$ cat config.mk
export PLATFORM = sky130hd
export DESIGN_NAME = ft_lockstep_cmp_flat
export DESIGN_NICKNAME = d
export VERILOG_FILES = /design/src/rtl/ft_lockstep_cmp_if.sv /design/src/rtl/ft_lockstep_cmp.sv /design/src/flat_wrapper.sv
export SDC_FILE = /design/constraint.sdc
export NUM_CORES = 1
export LEC_CHECK = 0
export CAP_MARGIN = 20
export CORE_MARGIN = 2
export CORE_UTILIZATION = 55
export CTS_CLUSTER_DIAMETER = 100
export DETAILED_ROUTE_END_ITERATION = 10
export HOLD_SLACK_MARGIN = 0.06
export PLACE_DENSITY = 0.76
export SLEW_MARGIN = 30
export SYNTH_ARGS = -nofsm -noshare
export SYNTH_HDL_FRONTEND = slang
export SYNTH_SLANG_ARGS = --single-unit
export TNS_END_PERCENT = 100
$ cat constraint.sdc
create_clock -name clk_i -period 6.42 [get_ports clk_i]
set_input_delay 1.926 -clock clk_i [delete_from_list [all_inputs] [get_ports clk_i]]
set_output_delay 1.926 -clock clk_i [all_outputs]
set_load 0.02 [all_outputs]
$ cat src/rtl/ft_lockstep_cmp_if.sv
// ---------------------------------------------------------------------------
// ft_lockstep_cmp_if
//   Bundle of every non-clock signal between the lockstep cores / memory
//   select logic and the lockstep comparator.
//
//   Parameters
//     NCORES  number of lockstep cores (2 = DMR, 3 = TMR)
//     AW      register address width
//     DW      register data width
//
//   Signals (direction as seen from the comparator)
//     enable_i         comparator enable; low flushes FIFOs, no checking
//     we_i             per-core regfile write enable
//     waddr_i          per-core write address, core k at [k*AW +: AW]
//     wdata_i          per-core write data,    core k at [k*DW +: DW]
//     pc_i             PC of core 0
//     done_i           recovery complete, from the cores
//     recover_o        recovery request to the cores
//     reset_o          core reset pulse
//     recovering_o     selects the FTM memory path
//     error_o          one-cycle pulse on any detected mismatch
//     fault_core_o     sticky per-core fault flags (TMR)
//     timeout_o        sticky recovery-timeout flag
//     checkpoint_pc_o  pc_i captured at the last fully matching compare
//     mismatch_cnt_o   saturating mismatch counter (0 when stats disabled)
//
//   Modports
//     slave   the comparator
//     master  the cores / surrounding system (or a testbench)
// ---------------------------------------------------------------------------
interface ft_lockstep_cmp_if #(
  parameter int NCORES = 2,
  parameter int AW     = 5,
  parameter int DW     = 32
);

  logic                   enable_i;
  logic [NCORES-1:0]      we_i;
  logic [NCORES*AW-1:0]   waddr_i;
  logic [NCORES*DW-1:0]   wdata_i;
  logic [31:0]            pc_i;
  logic                   done_i;

  logic                   recover_o;
  logic                   reset_o;
  logic                   recovering_o;
  logic                   error_o;
  logic [NCORES-1:0]      fault_core_o;
  logic                   timeout_o;
  logic [31:0]            checkpoint_pc_o;
  logic [15:0]            mismatch_cnt_o;

  modport slave (
    input  enable_i, we_i, waddr_i, wdata_i, pc_i, done_i,
    output recover_o, reset_o, recovering_o, error_o, fault_core_o,
           timeout_o, checkpoint_pc_o, mismatch_cnt_o
  );

  modport master (
    output enable_i, we_i, waddr_i, wdata_i, pc_i, done_i,
    input  recover_o, reset_o, recovering_o, error_o, fault_core_o,
           timeout_o, checkpoint_pc_o, mismatch_cnt_o
  );

endinterface

$ cat src/rtl/ft_lockstep_cmp.sv
// ---------------------------------------------------------------------------
// ft_lockstep_cmp
//   Lockstep writeback comparator for NCORES cores (2 = DMR, 3 = TMR).
//   Each core's regfile writebacks are queued in a per-core skew FIFO; when
//   every FIFO holds an entry, all heads pop together and are compared.
//   A major mismatch (or a skew-FIFO overflow) starts the recovery
//   handshake; in TMR a single outvoted core is only flagged.
//
//   Optional feature: define FT_CMP_STATS_EN to implement the saturating
//   mismatch counter; otherwise mismatch_cnt_o is tied to 0.
//
//   Parameters
//     NCORES   2 or 3
//     DEPTH    entries per skew FIFO (power of 2, >= 2)
//     AW, DW   register address / data width
//     TIMEOUT  cycles to wait in RECOVER for done_i before giving up
//
//   Ports
//     clk_i    clock
//     rst_i    synchronous active-high reset
//     lk       ft_lockstep_cmp_if.slave (writeback streams, handshake,
//              status outputs)
//
//   state    | meaning
//   ---------+-----------------------------------------------------------
//   RUN      | normal checking, pushes and compares enabled
//   RECOVER  | recover_o/recovering_o high, wait for done_i or timeout
//   RESET    | reset_o high for two cycles
//   FLUSH    | one cycle, every skew FIFO emptied, then back to RUN
// ---------------------------------------------------------------------------
module ft_lockstep_cmp #(
  parameter int NCORES  = 2,
  parameter int DEPTH   = 4,
  parameter int AW      = 5,
  parameter int DW      = 32,
  parameter int TIMEOUT = 255
) (
  input  logic             clk_i,
  input  logic             rst_i,
  ft_lockstep_cmp_if.slave lk
);

  localparam int EW = AW + DW;
  localparam int AB = $clog2(DEPTH);
  localparam int PW = AB + 1;
  localparam int CW = $clog2(TIMEOUT + 1);

  typedef enum logic [1:0] {
    S_RUN     = 2'd0,
    S_RECOVER = 2'd1,
    S_RESET   = 2'd2,
    S_FLUSH   = 2'd3
  } state_t;

  state_t state_q, state_d;
  logic [CW-1:0] tmr_q;
  logic          set_timeout;

  logic run_ok;
  logic flush;
  logic pop;
  logic ovf_any;

  logic [NCORES-1:0]         empty;
  logic [NCORES-1:0]         ovf;
  logic [NCORES-1:0][EW-1:0] head;

  logic              cmp_match, cmp_minor, cmp_major;
  logic [NCORES-1:0] cmp_fault;

  logic              match_q, minor_q, major_q;
  logic [NCORES-1:0] fault_hit_q;
  logic [NCORES-1:0] fault_q;
  logic              timeout_q;
  logic [31:0]       checkpoint_q;

  logic recover, reset_pls, recovering;

  // A pending major result blocks further pushes/pops so only one result
  // is acted on before recovery takes over.
  assign run_ok  = (state_q == S_RUN) && lk.enable_i && !major_q;
  assign flush   = !lk.enable_i || (state_q == S_FLUSH);
  assign pop     = run_ok && !(|empty);
  assign ovf_any = |ovf;

  // -------------------------------------------------------------------------
  // Per-core skew FIFOs
  // -------------------------------------------------------------------------
  for (genvar k = 0; k < NCORES; k++) begin : g_core
    logic [EW-1:0] mem_q [DEPTH];
    logic [PW-1:0] wp_q, rp_q;
    logic [AW-1:0] addr;
    logic [DW-1:0] data;
    logic          full;
    logic          wr_req;
    logic          push;

    assign addr = lk.waddr_i[k*AW +: AW];
    assign data = lk.wdata_i[k*DW +: DW];

    assign empty[k] = (wp_q == rp_q);
    assign full     = (wp_q[PW-1] != rp_q[PW-1]) && (wp_q[AB-1:0] == rp_q[AB-1:0]);

    // x0 writes carry no architectural state and are dropped.
    assign wr_req = run_ok && lk.we_i[k] && (addr != '0);
    // A pop in the same cycle frees the head slot, so a full FIFO may accept.
    assign push   = wr_req && (!full || pop);
    assign ovf[k] = wr_req && full && !pop;

    assign head[k] = mem_q[rp_q[AB-1:0]];

    always_ff @(posedge clk_i) begin
      if (push) begin
        mem_q[wp_q[AB-1:0]] <= {addr, data};
      end
    end

    always_ff @(posedge clk_i) begin
      if (rst_i || flush) begin
        wp_q <= '0;
        rp_q <= '0;
      end else begin
        if (push) begin
          wp_q <= wp_q + 1'b1;
        end
        if (pop) begin
          rp_q <= rp_q + 1'b1;
        end
      end
    end
  end

  // -------------------------------------------------------------------------
  // Head comparison / vote
  // -------------------------------------------------------------------------
  if (NCORES == 2) begin : g_dmr
    always_comb begin
      cmp_match = (head[0] == head[1]);
      cmp_major = !cmp_match;
      cmp_minor = 1'b0;
      cmp_fault = '0;
    end
  end else begin : g_tmr
    logic e01, e02, e12;

    assign e01 = (head[0] == head[1]);
    assign e02 = (head[0] == head[2]);
    assign e12 = (head[1] == head[2]);

    always_comb begin
      cmp_match = 1'b0;
      cmp_minor = 1'b0;
      cmp_major = 1'b0;
      cmp_fault = '0;
      if (e01 && e02) begin
        cmp_match = 1'b1;
      end else if (e01) begin
        cmp_minor    = 1'b1;
        cmp_fault[2] = 1'b1;
      end else if (e02) begin
        cmp_minor    = 1'b1;
        cmp_fault[1] = 1'b1;
      end else if (e12) begin
        cmp_minor    = 1'b1;
        cmp_fault[0] = 1'b1;
      end else begin
        cmp_major = 1'b1;
      end
    end
  end

  // Registered compare result. An overflow in the same cycle is a major
  // event and overrides any match/minor outcome of the compare.
  always_ff @(posedge clk_i) begin
    if (rst_i) begin
      match_q     <= 1'b0;
      minor_q     <= 1'b0;
      major_q     <= 1'b0;
      fault_hit_q <= '0;
    end else begin
      match_q     <= pop && cmp_match && !ovf_any;
      minor_q     <= pop && cmp_minor && !ovf_any;
      major_q     <= (pop && cmp_major) || ovf_any;
      fault_hit_q <= (pop && cmp_minor && !ovf_any) ? cmp_fault : '0;
    end
  end

  // -------------------------------------------------------------------------
  // Sticky status and checkpoint
  // -------------------------------------------------------------------------
  always_ff @(posedge clk_i) begin
    if (rst_i) begin
      fault_q      <= '0;
      timeout_q    <= 1'b0;
      checkpoint_q <= '0;
    end else begin
      fault_q <= fault_q | fault_hit_q;
      if (set_timeout) begin
        timeout_q <= 1'b1;
      end
      if (match_q) begin
        checkpoint_q <= lk.pc_i;
      end
    end
  end

  // -------------------------------------------------------------------------
  // Recovery FSM
  // -------------------------------------------------------------------------
  always_ff @(posedge clk_i) begin
    if (rst_i) begin
      state_q <= S_RUN;
      tmr_q   <= '0;
    end else begin
      state_q <= state_d;
      // Cycle counter restarts at 0 on every state entry.
      if ((state_d != state_q) || (state_q == S_RUN) || (state_q == S_FLUSH)) begin
        tmr_q <= '0;
      end else begin
        tmr_q <= tmr_q + CW'(1);
      end
    end
  end

  always_comb begin
    state_d     = state_q;
    set_timeout = 1'b0;
    case (state_q)
      S_RUN: begin
        if (major_q) begin
          state_d = S_RECOVER;
        end
      end
      S_RECOVER: begin
        if (lk.done_i) begin
          state_d = S_RESET;
        end else if (tmr_q == CW'(TIMEOUT - 1)) begin
          // tmr_q+1 reaches TIMEOUT on this edge: TIMEOUT cycles spent here.
          state_d     = S_RESET;
          set_timeout = 1'b1;
        end
      end
      S_RESET: begin
        if (tmr_q == CW'(1)) begin
          state_d = S_FLUSH;
        end
      end
      S_FLUSH: begin
        state_d = S_RUN;
      end
      default: begin
        state_d = S_RUN;
      end
    endcase
  end

  always_comb begin
    recover    = 1'b0;
    reset_pls  = 1'b0;
    recovering = 1'b0;
    case (state_q)
      S_RECOVER: begin
        recover    = 1'b1;
        recovering = 1'b1;
      end
      S_RESET: begin
        reset_pls = 1'b1;
      end
      default: begin
      end
    endcase
  end

  // -------------------------------------------------------------------------
  // Mismatch statistics
  // -------------------------------------------------------------------------
`ifdef FT_CMP_STATS_EN
  logic [15:0] mcnt_q;

  always_ff @(posedge clk_i) begin
    if (rst_i) begin
      mcnt_q <= '0;
    end else if ((major_q || minor_q) && (mcnt_q != 16'hFFFF)) begin
      mcnt_q <= mcnt_q + 16'd1;
    end
  end

  assign lk.mismatch_cnt_o = mcnt_q;
`else
  assign lk.mismatch_cnt_o = '0;
`endif

  assign lk.recover_o       = recover;
  assign lk.reset_o         = reset_pls;
  assign lk.recovering_o    = recovering;
  assign lk.error_o         = major_q || minor_q;
  assign lk.fault_core_o    = fault_q;
  assign lk.timeout_o       = timeout_q;
  assign lk.checkpoint_pc_o = checkpoint_q;

endmodule

$ cat src/flat_wrapper.sv
// flat-port wrapper written by rule: the top's interface ports become plain ports
module ft_lockstep_cmp_flat 
#(
  parameter int NCORES  = 2,
  parameter int DEPTH   = 4,
  parameter int AW      = 5,
  parameter int DW      = 32,
  parameter int TIMEOUT = 255
)
  (clk_i, rst_i, lk_enable_i, lk_we_i, lk_waddr_i, lk_wdata_i, lk_pc_i, lk_done_i, lk_recover_o, lk_reset_o, lk_recovering_o, lk_error_o, lk_fault_core_o, lk_timeout_o, lk_checkpoint_pc_o, lk_mismatch_cnt_o);
  ft_lockstep_cmp_if #(.NCORES(NCORES), .AW(AW), .DW(DW)) lk_i ();
  input  logic clk_i;
  input  logic rst_i;
  input wire logic [$bits(lk_i.enable_i)-1:0] lk_enable_i;
  input wire logic [$bits(lk_i.we_i)-1:0] lk_we_i;
  input wire logic [$bits(lk_i.waddr_i)-1:0] lk_waddr_i;
  input wire logic [$bits(lk_i.wdata_i)-1:0] lk_wdata_i;
  input wire logic [$bits(lk_i.pc_i)-1:0] lk_pc_i;
  input wire logic [$bits(lk_i.done_i)-1:0] lk_done_i;
  output wire logic [$bits(lk_i.recover_o)-1:0] lk_recover_o;
  output wire logic [$bits(lk_i.reset_o)-1:0] lk_reset_o;
  output wire logic [$bits(lk_i.recovering_o)-1:0] lk_recovering_o;
  output wire logic [$bits(lk_i.error_o)-1:0] lk_error_o;
  output wire logic [$bits(lk_i.fault_core_o)-1:0] lk_fault_core_o;
  output wire logic [$bits(lk_i.timeout_o)-1:0] lk_timeout_o;
  output wire logic [$bits(lk_i.checkpoint_pc_o)-1:0] lk_checkpoint_pc_o;
  output wire logic [$bits(lk_i.mismatch_cnt_o)-1:0] lk_mismatch_cnt_o;
  assign lk_i.enable_i = lk_enable_i;
  assign lk_i.we_i = lk_we_i;
  assign lk_i.waddr_i = lk_waddr_i;
  assign lk_i.wdata_i = lk_wdata_i;
  assign lk_i.pc_i = lk_pc_i;
  assign lk_i.done_i = lk_done_i;
  assign lk_recover_o = lk_i.recover_o;
  assign lk_reset_o = lk_i.reset_o;
  assign lk_recovering_o = lk_i.recovering_o;
  assign lk_error_o = lk_i.error_o;
  assign lk_fault_core_o = lk_i.fault_core_o;
  assign lk_timeout_o = lk_i.timeout_o;
  assign lk_checkpoint_pc_o = lk_i.checkpoint_pc_o;
  assign lk_mismatch_cnt_o = lk_i.mismatch_cnt_o;
  ft_lockstep_cmp #(.NCORES(NCORES), .DEPTH(DEPTH), .AW(AW), .DW(DW), .TIMEOUT(TIMEOUT)) u_core (.clk_i(clk_i), .rst_i(rst_i), .lk(lk_i));
endmodule
* Yosys cells after proc, flatten, opt, wreduce, memory -nomap -nowiden
Memory sizes are Yosys's and may differ from the RTL's. A register that Yosys moved wholly into a read port is not among the register bits.
Index checks and enable logic that the tools add are counted.
Widths: inputs -> output; s select.
** Word-level totals
- Register bits after elaboration :: 57
- Memory bits (writable) :: 296
- Input port bits :: 112
- Output and inout port bits :: 55
- Logic and storage cells :: 87
- Memories kept :: 2
** Memories
- u_core.g_core[0].mem_q :: words 4, width 37, read ports 1, clocked after Yosys merged registers in 1, wr ports 1, RTL line ft_lockstep_cmp.sv:90 : logic [EW-1:0] mem_q [DEPTH];
- u_core.g_core[1].mem_q :: words 4, width 37, read ports 1, clocked after Yosys merged registers in 1, wr ports 1, RTL line ft_lockstep_cmp.sv:90
** Operators by class
- $add $sub $neg :: 5
- Equal/unequal tests :: 13
- Mux-type cells :: 18
- Reductions and logical operators :: 39
** Operators by type and width (count)
- $eq 37x37->1 :: 1
- $logic_and 1x1->1 :: 18
- $mux 2 :: 8
- $add 3x1->3 const B :: 4
- $reduce_bool 5->1 :: 2
- $mux 1 :: 9
- $add 8x1->8 const B :: 1
- $eq 8x1->1 const B :: 1
- $eq 8x8->1 const B :: 1
- $logic_not 1->1 :: 8
- $pmux 2 s4 :: 1
- $logic_or 1x1->1 :: 7
- $eq 3x3->1 :: 2
- $reduce_or 2->1 :: 3
- $eq 2x2->1 :: 2
- $eq 2x2->1 const B :: 2
- $eq 2x1->1 const B :: 1
- $logic_not 2->1 :: 1
- $ne 1x1->1 :: 2
- $ne 2x2->1 :: 1

* Longest topological paths before layout
Gate-level depths: netlist (run 1).
- Depth in word-level cells :: 10
- Depth in mapped cells :: 8
- Gate-level depth less buffers :: 8

* Worst setup path before layout (run 1)
Ideal clock, no wire load.
- Kind :: input-to-reg
- Start point :: input port lk_enable_i
- End point :: memory u_core.g_core[0].mem_q[3][0] in the netlist's numbering (enable)
- Library setup time :: 504 ps
- Data arrival time :: 5580 ps
- Data required time :: 5916 ps
- Path slack :: 336 ps
- Cell stages on the path :: 4
- Buffers on the path :: 0
- Path through :: nor4b_2 o31ai_1 a21o_1 a311oi_1
** On the way
- Longest elaborated chain between the ends :: 7
- Elaborated cells on any way between the ends :: 9
- Those cells by class :: mux: 2; reduce/logical: 7
** RTL lines
- start: declaration :: RTL line flat_wrapper.sv:14 : input wire logic [$bits(lk_i.enable_i)-1:0] lk_enable_i;
- $logic_and 1x1->1 * (2 in a row) :: RTL line ft_lockstep_cmp.sv:81 : assign run_ok = (state_q == S_RUN) && lk.enable_i && !major_q;
- $logic_and 1x1->1 (on tied branches) :: RTL line ft_lockstep_cmp.sv:105, ft_lockstep_cmp.sv:83
- $logic_and 1x1->1 / $logic_or 1x1->1 (equally long branches) :: RTL line ft_lockstep_cmp.sv:105, ft_lockstep_cmp.sv:107
- $logic_and 1x1->1 * :: RTL line ft_lockstep_cmp.sv:107 : assign push = wr_req && (!full || pop);
- $mux 1 * :: RTL line ft_lockstep_cmp.sv:113 : if (push) begin
- $mux 1 (implied by the code) * :: RTL line ft_lockstep_cmp.sv:114 : mem_q[wp_q[AB-1:0]] <= {addr, data};
- end: declaration :: RTL line ft_lockstep_cmp.sv:90
Every way passes the cells marked *; elsewhere a longest branch is shown, timed or not.

* Worst setup path after layout (run 1)
- Start point :: input port lk_enable_i
- End point :: memory u_core.g_core[0].mem_q[2][0] in the netlist's numbering (enable)
Same word-level chain as after synthesis.

==> impl_metrics.ini, run 1 <==
[status]
status = complete, no violations

[power]
power.total_uw = 4730
swShare_pct = 19.2
leakage_uw = 0.00538
worst_ir_drop_vdd_mv = 0.160
clockPowerShare_pct = 42.2
p_comb_share_pct = 4.0
power_frac_seq_pct = 53.8
p_switching_uw = 906
pwr_density_cell_nw_per_um2 = 283
intPower_uw = 3820

[grt]
grt_overflow_total = 0
antenna_found_initial = 0
grt_pass1_wl_um = 41600
grtUsageMet3_pct = 3.64
grt_usage_pct = 21.0
use_met1_pct = 28.2
grt_max_degree = 40
grt_pass1_vias = 7598
use_met2_pct = 35.7
busiest_layer = met2

[clock_tree]
cts_resized = 0
cts_buffer_depth = 3
clk_pin_slew_ns = 0.06
numCtsBuffers = 36
cts_tree = done
cts_sinks = 357
cts.hold.buffers_added = 0
root_buffer = clkbuf_16
worstSkewPairLatency_ns = 0.50
post_cts_buffers = 0
cts_htree_levels = 2

[worst_setup_path]
worstRegToRegCells = 6
cp.required_ns = 6.62
cp-end-kind = flip-flop
crit_family = simple AND/OR/NAND/NOR gates
reg2reg_setup_slack_ns = 3.01
crit_buf_inv = 2
timing.rr.end = u_core.match_q$_SDFF_PP0_
critPathSlowestCell = and2_2
start_kind = input pin
crit_type = input pin to flip-flop
crit_arrival_ns = 4.62
cpPeakStageDelay_ns = 0.68
path_cells = clkdlybuf4s50_1, nor4b_2, o31ai_1, a21o_1, a31oi_1, and2_2, buf_16
crit_fanout = 21

[floorplan]
core_um2 = 24500
num_rows = 57
ioPinCount = 167
start_util_pct = 56.4
dieArea_um2 = 26400
die_y_um = 162
die_x_um = 162

[cells_and_area]
multi_input_area_um2 = 3440
nFillCells = 1536
areaGrowthSynthToFinish_pct = 21.0
fin_util_pct = 68.2
nNetsFinal = 1009
drive_gt1_share_pct = 15.4
regArea_um2 = 10100
layout.cells.non_filler = 1233

[timing]
hold_ws_ns = 0.467
min_period_ns = 4.41
hold_viol_final = 0
finClkSkew_ns = 0.00833
max_freq_mhz = 227
timing.final.crit_share_pct = 68.7
worstMarginPinSlew_ns = 0.771
setup_viol = 0
slew_headroom_pct = 48.6
slew_viol_final = 0
rsz0062_at_grt = false
tns_ns = 0

[logic_synthesis]
synth_area_per_cell_um2 = 19.2
synth_area_leader_cell = edfxtp_1
yosysUniqueCellTypes = 41
synthArstFlopShare_pct = 0
yosysMostFrequentCell = edfxtp_1
ys_top_cells_by_count = edfxtp_1, mux4_2, nor2_1
netlist_area_um2 = 13800
syn_inst = 718
synth_ff_type = edfxtp_1
synth.area.top_cells = edfxtp_1, mux4_2, dfxtp_1
synth_seq_cells = 357
synth_edf_count = 296
synth_top_area_share_pct = 64.5
ys_seq_area_share_pct = 73.3
yosysWarnings = 0

[hold_path]
whs_path_depth = 2
timing.hold.worst.class = flip-flop to flip-flop
min-delay-start = u_core.lk.timeout_o$_SDFFE_PP0P_
holdPathEnd = u_core.lk.timeout_o$_SDFFE_PP0P_

[place]
io_buffer_count = 148
gp_congestion = 0.789
hpwl_um = 17400
place_inst = 1169

[drt]
post_drt_wl_per_cell_um = 21.8
routed_wl_um = 26900
drtAntennaViolNets = 0
drc = 0
viasPerCell = 5.60
vias = 6901
dr.pass1.iters = 5
dr.first_iter.drc_count = 613

[job]
max_cap_violations = 0
[power by group through the flow]
| stage | combinational (uW) | clock (uW) | sequential, uW |
|---|---|---|---|
| finish | 188 | 2000 | 2550 |
| global placement | 180 | 0 | 2590 |
| floorplan | 80.5 | 0 | 2590 |
| global route | 202 | 2110 | 2550 |
| CTS | 189 | 2020 | 2550 |
| detailed placement | 187 | 0 | 2600 |
[kinds of logic after synthesis]
kind of cell	Yosys count	synth area share, %
XOR/XNOR	58	3.68
adder cells (fa/ha/maj)	13	1.18
flip-flops	357	73.3
buffers and inverters	52	2.49
other	1	0.0272
AO/OA/AOI/OAI	17	0.807
multiplexers	108	14.6
AND/OR/NAND/NOR	112	3.87
[worst max path at each step]
stage	startpoint	to	cells past startpoint
6_report	lk_enable_i	u_core.g_core[0].mem_q[2][0]$_DFFE_PP_	7
3_5_place_dp	lk_enable_i	u_core.g_core[0].mem_q[0][3]$_DFFE_PP_	6
2_1_floorplan	lk_enable_i	u_core.g_core[0].mem_q[3][0]$_DFFE_PP_	4
4_1_cts	lk_enable_i	u_core.g_core[0].mem_q[0][3]$_DFFE_PP_	6
3_3_place_gp	lk_enable_i	u_core.g_core[0].mem_q[2][3]$_DFFE_PP_	6
5_1_grt	lk_enable_i	u_core.g_core[0].mem_q[2][0]$_DFFE_PP_	7
[final cells by class]
type | instances | share of cell area (%)
Timing Repair Buffer | 155 | 9.39
Antenna cell | 1 | 0.0150
Multi-Input combinational cell | 326 | 20.6
Sequential cell | 357 | 60.6
Clock buffer | 48 | 5.86
Tap cell | 324 | 2.43
Clock inverter | 14 | 0.915
Inverter | 8 | 0.180
[worst min-delay path: cells and delay by family, from the launching register on]
kind | cells | cell delay [ns]
flops | 1 | 0.32
simple gates | 1 | 0.07
compound gates | 1 | 0.04
[registers in the layout (all words and copies together) (netlist names), named ones only]
signal and count:
u_core.g_core.mem_q 296, u_core.g_core.rp_q 6, u_core.g_core.wp_q 6, u_core.lk.checkpoint_pc_o 32
u_core.lk.timeout_o 1, u_core.major_q 1, u_core.match_q 1, u_core.state_q 2
u_core.tmr_q 8
[cells in the final DEF (no fill, tap or decap), types with 4 or more instances in the layout]
cell and instances:
edfxtp_1 296, clkdlybuf4s50_1 148, mux4_2 71, nor2_1 64, dfxtp_1 57, xor2_1 48, clkbuf_16 37, mux2i_1 34
conb_1 18, ha_1 13, xnor2_1 10, clkbuf_1 10, inv_1 8, nand2_1 8, nor4_1 8, a21oi_1 7
nand3_1 7, and2_4 6, clkinv_1 5, buf_4 5, clkinv_2 4
[routing by layer]
metal | up-vias | routed length, um
met5 | - | 0
met4 | 0 | 622
met3 | 43 | 1530
met2 | 220 | 13800
met1 | 3545 | 10900
li1 | 3093 | -
[per-stage QoR]
step | cell area (um2) | setup WS, ns
floorplan | 13900 | 0.336
global placement | 15500 | 1.51
detailed placement | 15500 | 1.41
CTS | 16700 | 1.93
global route | 16700 | 1.85
finish | 16700 | 2.01
No activity file was read; power rests on OpenSTA's default activity.
==> run 2, diff against run 1 <==
Clock period 6.42 ns to 4.2 ns, I/O delays scaled along.
==> run 2 against run 1 <==
  * Cell count up 1.3%
  * Hold slack better by 0.031 ns
  * Sequential cell count did not move
  * Sequential power is 53% higher
  * Clock-buffer cell count shrank 2
  * Wire length increased by 3.5%
  * Power grew 50%
  * Critical path depth is the same
  * Critical endpoint is now u_core.g_core[0].mem_q[0][30]$_DFFE_PP_
==> impl_metrics.ini, run 2 (synthesis results as in run 1) <==
[status]
status = complete, no violations

[timing]
setup_viol = 0
slew_headroom_pct = 44.9
hold_viol_final = 0
finClkSkew_ns = 0.0135
rsz0062_at_grt = false
max_freq_mhz = 286
min_period_ns = 3.50
worstMarginPinSlew_ns = 0.825
timing.final.crit_share_pct = 83.4
tns_ns = 0
slew_viol_final = 0
hold_ws_ns = 0.498

[power]
pwr_density_cell_nw_per_um2 = 424
worst_ir_drop_vdd_mv = 0.369
leakage_uw = 0.00543

[hold_path]
whs_path_depth = 2
timing.hold.worst.class = flip-flop to flip-flop

[cells_and_area]
largest_register_ffs = 296
nFillCells = 1563
areaGrowthSynthToFinish_pct = 21.4
multi_input_area_um2 = 3430
nNetsFinal = 1023
layout.cells.non_filler = 1249
fin_util_pct = 68.5
final_cell_mix = edfxtp_1, clkdlybuf4s50_1, mux4_2
diodes = 0
stdcell_area_um2 = 16700
layout.cells.most_common = edfxtp_1
drive_gt1_share_pct = 16.4
regArea_um2 = 10100

[drt]
dr_wl_met3_um = 1390
post_drt_wl_per_cell_um = 22.3
drc = 0
vias = 7013
drtAntennaViolNets = 0
dr.first_iter.drc_count = 456
dr.pass1.iters = 5
dr.max_layer_used = met4
routed_wl_um = 27900
viasPerCell = 5.61
wl_met1_um = 11100
wl_met2_um = 14800

[worst_setup_path]
crit_type = input pin to flip-flop
crit_buf_inv = 2
start_kind = input pin
path_cells = clkdlybuf4s50_1, nor4b_2, o31ai_1, a21o_1, a31oi_1, and2_2, buf_4
cp.required_ns = 4.38
crit_fanout = 22
worstRegToRegCells = 7
crit_arrival_ns = 3.68
critPathSlowestCell = clkdlybuf4s50_1
crit_family = compound AO/OA/AOI/OAI gates
worst-path-stages = 7
cp-end-kind = flip-flop
reg2reg_setup_slack_ns = 1.04
cpPeakStageDelay_ns = 0.47

[clock_tree]
root_buffer = clkbuf_16
numCtsBuffers = 36
cts_tree = done
cts_sinks = 357
cts_buffer_depth = 3
clk_pin_slew_ns = 0.06
worstSkewPairLatency_ns = 0.52
post_cts_buffers = 0
cts.hold.buffers_added = 0
cts_htree_levels = 2
cts_resized = 0

[floorplan]
dieArea_um2 = 26400
num_rows = 57
start_util_pct = 56.4
die_y_um = 162
die_x_um = 162
ioPinCount = 167
core_um2 = 24500

[job]
max_cap_violations = 0

[place]
dpl_cell_area_um2 = 15700
place_inst = 1184
io_buffer_count = 148
hpwl_um = 18200
gp_congestion = 0.862

[grt]
grt_max_degree = 39
grt_pass1_vias = 7458
grt_pass1_wl_um = 42100
antenna_found_initial = 0
grt_usage_pct = 21.4
grt_overflow_total = 0
-- run 2: cell types whose count changed in the layout (fill, tap and decap cells not counted), sizes merged --
cell,previous run,this run
diode,1,0
clkinvlp,1,0
bufinv,3,1
inv,8,10
clkinv,10,16
buf,7,21
clkbuf,48,46
-- run 2: per-stage QoR --
stage	total power [uW]	setup WS, ns
final	7110	0.698
after global routing	7340	0.591
after CTS	7180	0.730
after detailed placement	4260	0.187
after global placement	4240	0.372
after floorplan	4090	0.111
-- run 2: area by class of cell --
cell class,count,share of cell area [%]
sequential,357,60.4
timing repair buffer,169,10.1
inverter,8,0.179
clock buffer,46,5.73
clock inverter,19,0.710
multi-input combinational,326,20.5
tap,324,2.42
-- run 2: worst reg2reg max path: cells and delay by family, from the launching register on --
family                    cells  cell delay [ns]
AOI/OAI and AO/OA             2             0.41
muxes                         1             0.54
DFF                           1             0.74
and+or+nand+nor               2             0.74
buffers and inverters         1             0.40
xor gates and xnor gates      1             0.18
-- run 2: final timing paths --
check / startpoint / endpoint
hold reg to reg: u_core.lk.checkpoint_pc_o[10]$_SDFFE_PP0P_ / u_core.lk.checkpoint_pc_o[10]$_SDFFE_PP0P_
hold / removal: u_core.lk.checkpoint_pc_o[10]$_SDFFE_PP0P_ / u_core.lk.checkpoint_pc_o[10]$_SDFFE_PP0P_
setup / recovery: lk_enable_i / u_core.g_core[0].mem_q[0][30]$_DFFE_PP_
setup reg to reg: flip-flop / u_core.major_q$_SDFF_PP0_
-- run 2: metal layers --
layer | vias up | global-route usage [%]
met5 | - | 0
met4 | 0 | 6.96
met3 | 44 | 2.98
met2 | 217 | 37.6
met1 | 3628 | 28.0
li1 | 3124 | -
-- run 2: report_power, final --
group	internal [uW]	total (uW)	switching (uW)
Sequential	3880	3890	11.7
Combinational	148	293	145
Clock	1680	2920	1240
==> run 3, diff against run 2 <==
Clock period 4.2 ns to 3.29 ns, I/O delays scaled along.
==> run 3 against run 2 <==
  * Cell count rose by 2.2%
  * Clock-buffer cell count grew 5
  * First-iteration DRC count up 36%
  * Sequential share of layout area is 1.7 points lower
  * Wire length rose by 5.9%
  * Via count is 1.6% higher
  * Sequential cell count unchanged
  * Critical path depth stayed put
  * Hold slack lost 0.024 ns
  * Global-route usage is 1.3 points higher
  * Clock power increased by 38%
  * Utilization grew 1.9 points
==> impl_metrics.ini, run 3 (synthesis results as in run 1) <==
[status]
status = complete, no violations

[clock_tree]
cts_tree = done
post_cts_buffers = 0
cts_sinks = 357
worstSkewPairLatency_ns = 0.51
cts_htree_levels = 2
clk_pin_slew_ns = 0.06
cts_resized = 0
numCtsBuffers = 36
cts_buffer_depth = 3
root_buffer = clkbuf_16
cts.hold.buffers_added = 0

[worst_setup_path]
cpPeakStageDelay_ns = 0.67
crit_type = flip-flop to flip-flop
path_cells = buf_4, mux4_2, xor2_1, nor4_1, nand4_1, o31ai_1, a21oi_1
crit_arrival_ns = 3.31
cp.required_ns = 3.68
reg2reg_setup_slack_ns = 0.37
cp-end-kind = flip-flop
crit_fanout = 14
start_kind = flip-flop
critPathSlowestCell = dfxtp_2
worstRegToRegCells = 7

[timing]
worstMarginPinSlew_ns = 0.993
slew_headroom_pct = 33.8
hold_viol_final = 0
timing.final.crit_share_pct = 88.7
slew_viol_final = 0
tns_ns = 0
setup_slack_ns = 0.371
setup_viol = 0
min_period_ns = 2.92
finClkSkew_ns = 0.0134
rsz0062_at_grt = false
max_freq_mhz = 343

[floorplan]
dieArea_um2 = 26400
core_um2 = 24500
die_y_um = 162
ioPinCount = 167
start_util_pct = 56.4
die_x_um = 162
num_rows = 57

[drt]
viasPerCell = 5.58
wl_met1_um = 11500
wl_met2_um = 15700
post_drt_wl_per_cell_um = 23.1
vias = 7124
routed_wl_um = 29500
dr_wl_met3_um = 1450
dr.pass1.iters = 5
drtAntennaViolNets = 0
drc = 0
dr.first_iter.drc_count = 621
dr.max_layer_used = met4

[cells_and_area]
fin_util_pct = 70.4
stdcell_area_um2 = 17200
final_cell_mix = edfxtp_1, clkdlybuf4s50_1, mux4_2
nFillCells = 1475
largest_register_ffs = 296
regArea_um2 = 10100
multi_input_area_um2 = 3430
areaGrowthSynthToFinish_pct = 24.9
nNetsFinal = 1049
layout.cells.most_common = edfxtp_1
drive_gt1_share_pct = 19.0

[hold_path]
whs_path_depth = 2
timing.hold.worst.class = flip-flop to flip-flop

[power]
worst_ir_drop_vdd_mv = 0.480
intPower_uw = 7580
clockPowerShare_pct = 42.8
p_switching_uw = 1820
p_comb_share_pct = 4.3
swShare_pct = 19.4
pwr_density_cell_nw_per_um2 = 546
leakage_uw = 0.00565
power_frac_seq_pct = 52.8

[place]
dp_slack_ns = 0.0431
dpl_cell_area_um2 = 16000
hpwl_um = 19900
gp_congestion = 0.792
io_buffer_count = 148

[grt]
grt_pass1_wl_um = 44400
grt_overflow_total = 0
grt_pass1_vias = 7646
grt_max_degree = 38
grt_usage_pct = 22.7
antenna_found_initial = 1

[job]
max_cap_violations = 0
[run 3: worst max-delay path, delay by kind of cell (launching register included)]
| family | cells | cell delay [ns] |
|---|---|---|
| buf+inv | 1 | 0.28 |
| mux | 1 | 0.52 |
| compound gates | 2 | 0.43 |
| xor+xnor | 1 | 0.16 |
| flops | 1 | 0.67 |
| simple gates | 2 | 0.73 |
[run 3: final cells by class]
| cell class | count | share of cell area [%] |
|---|---|---|
| repair buffers | 195 | 12.0 |
| clock inverters | 15 | 0.857 |
| well taps | 324 | 2.35 |
| clock buffers | 51 | 5.98 |
| multi-input cells | 326 | 19.9 |
| inverters | 8 | 0.174 |
| diodes | 1 | 0.0145 |
| flip-flops and latches | 357 | 58.7 |
[run 3: power by group through the flow]
stage	sequential (uW)	combinational, uW	clock, uW
floorplan	5060	158	0
global placement	5060	390	0
detailed placement	5060	403	0
CTS	4970	407	4080
global route	4970	431	4260
finish	4970	405	4030
[run 3: final timing paths]
path / start / endpoint
setup reg to reg: flip-flop / u_core.major_q$_SDFF_PP0_
hold reg to reg: u_core.lk.timeout_o$_SDFFE_PP0P_ / u_core.lk.timeout_o$_SDFFE_PP0P_
setup / recovery: flip-flop / u_core.major_q$_SDFF_PP0_
hold / removal: u_core.lk.timeout_o$_SDFFE_PP0P_ / u_core.lk.timeout_o$_SDFFE_PP0P_
[run 3: through the flow]
stage	total power, uW	cells	hold slack, ns
global placement	5450	1210	0.457
finish	9400	1277	0.474
floorplan	5220	735	0.468
global route	9660	1276	0.539
detailed placement	5470	1210	0.468
CTS	9460	1276	0.481
[run 3: per-layer routing]
layer	global-route usage, %	vias to the layer above
met3	3.59	60
li1	-	3194
met5	0	-
met4	8.21	0
met1	28.7	3628
met2	40.2	242
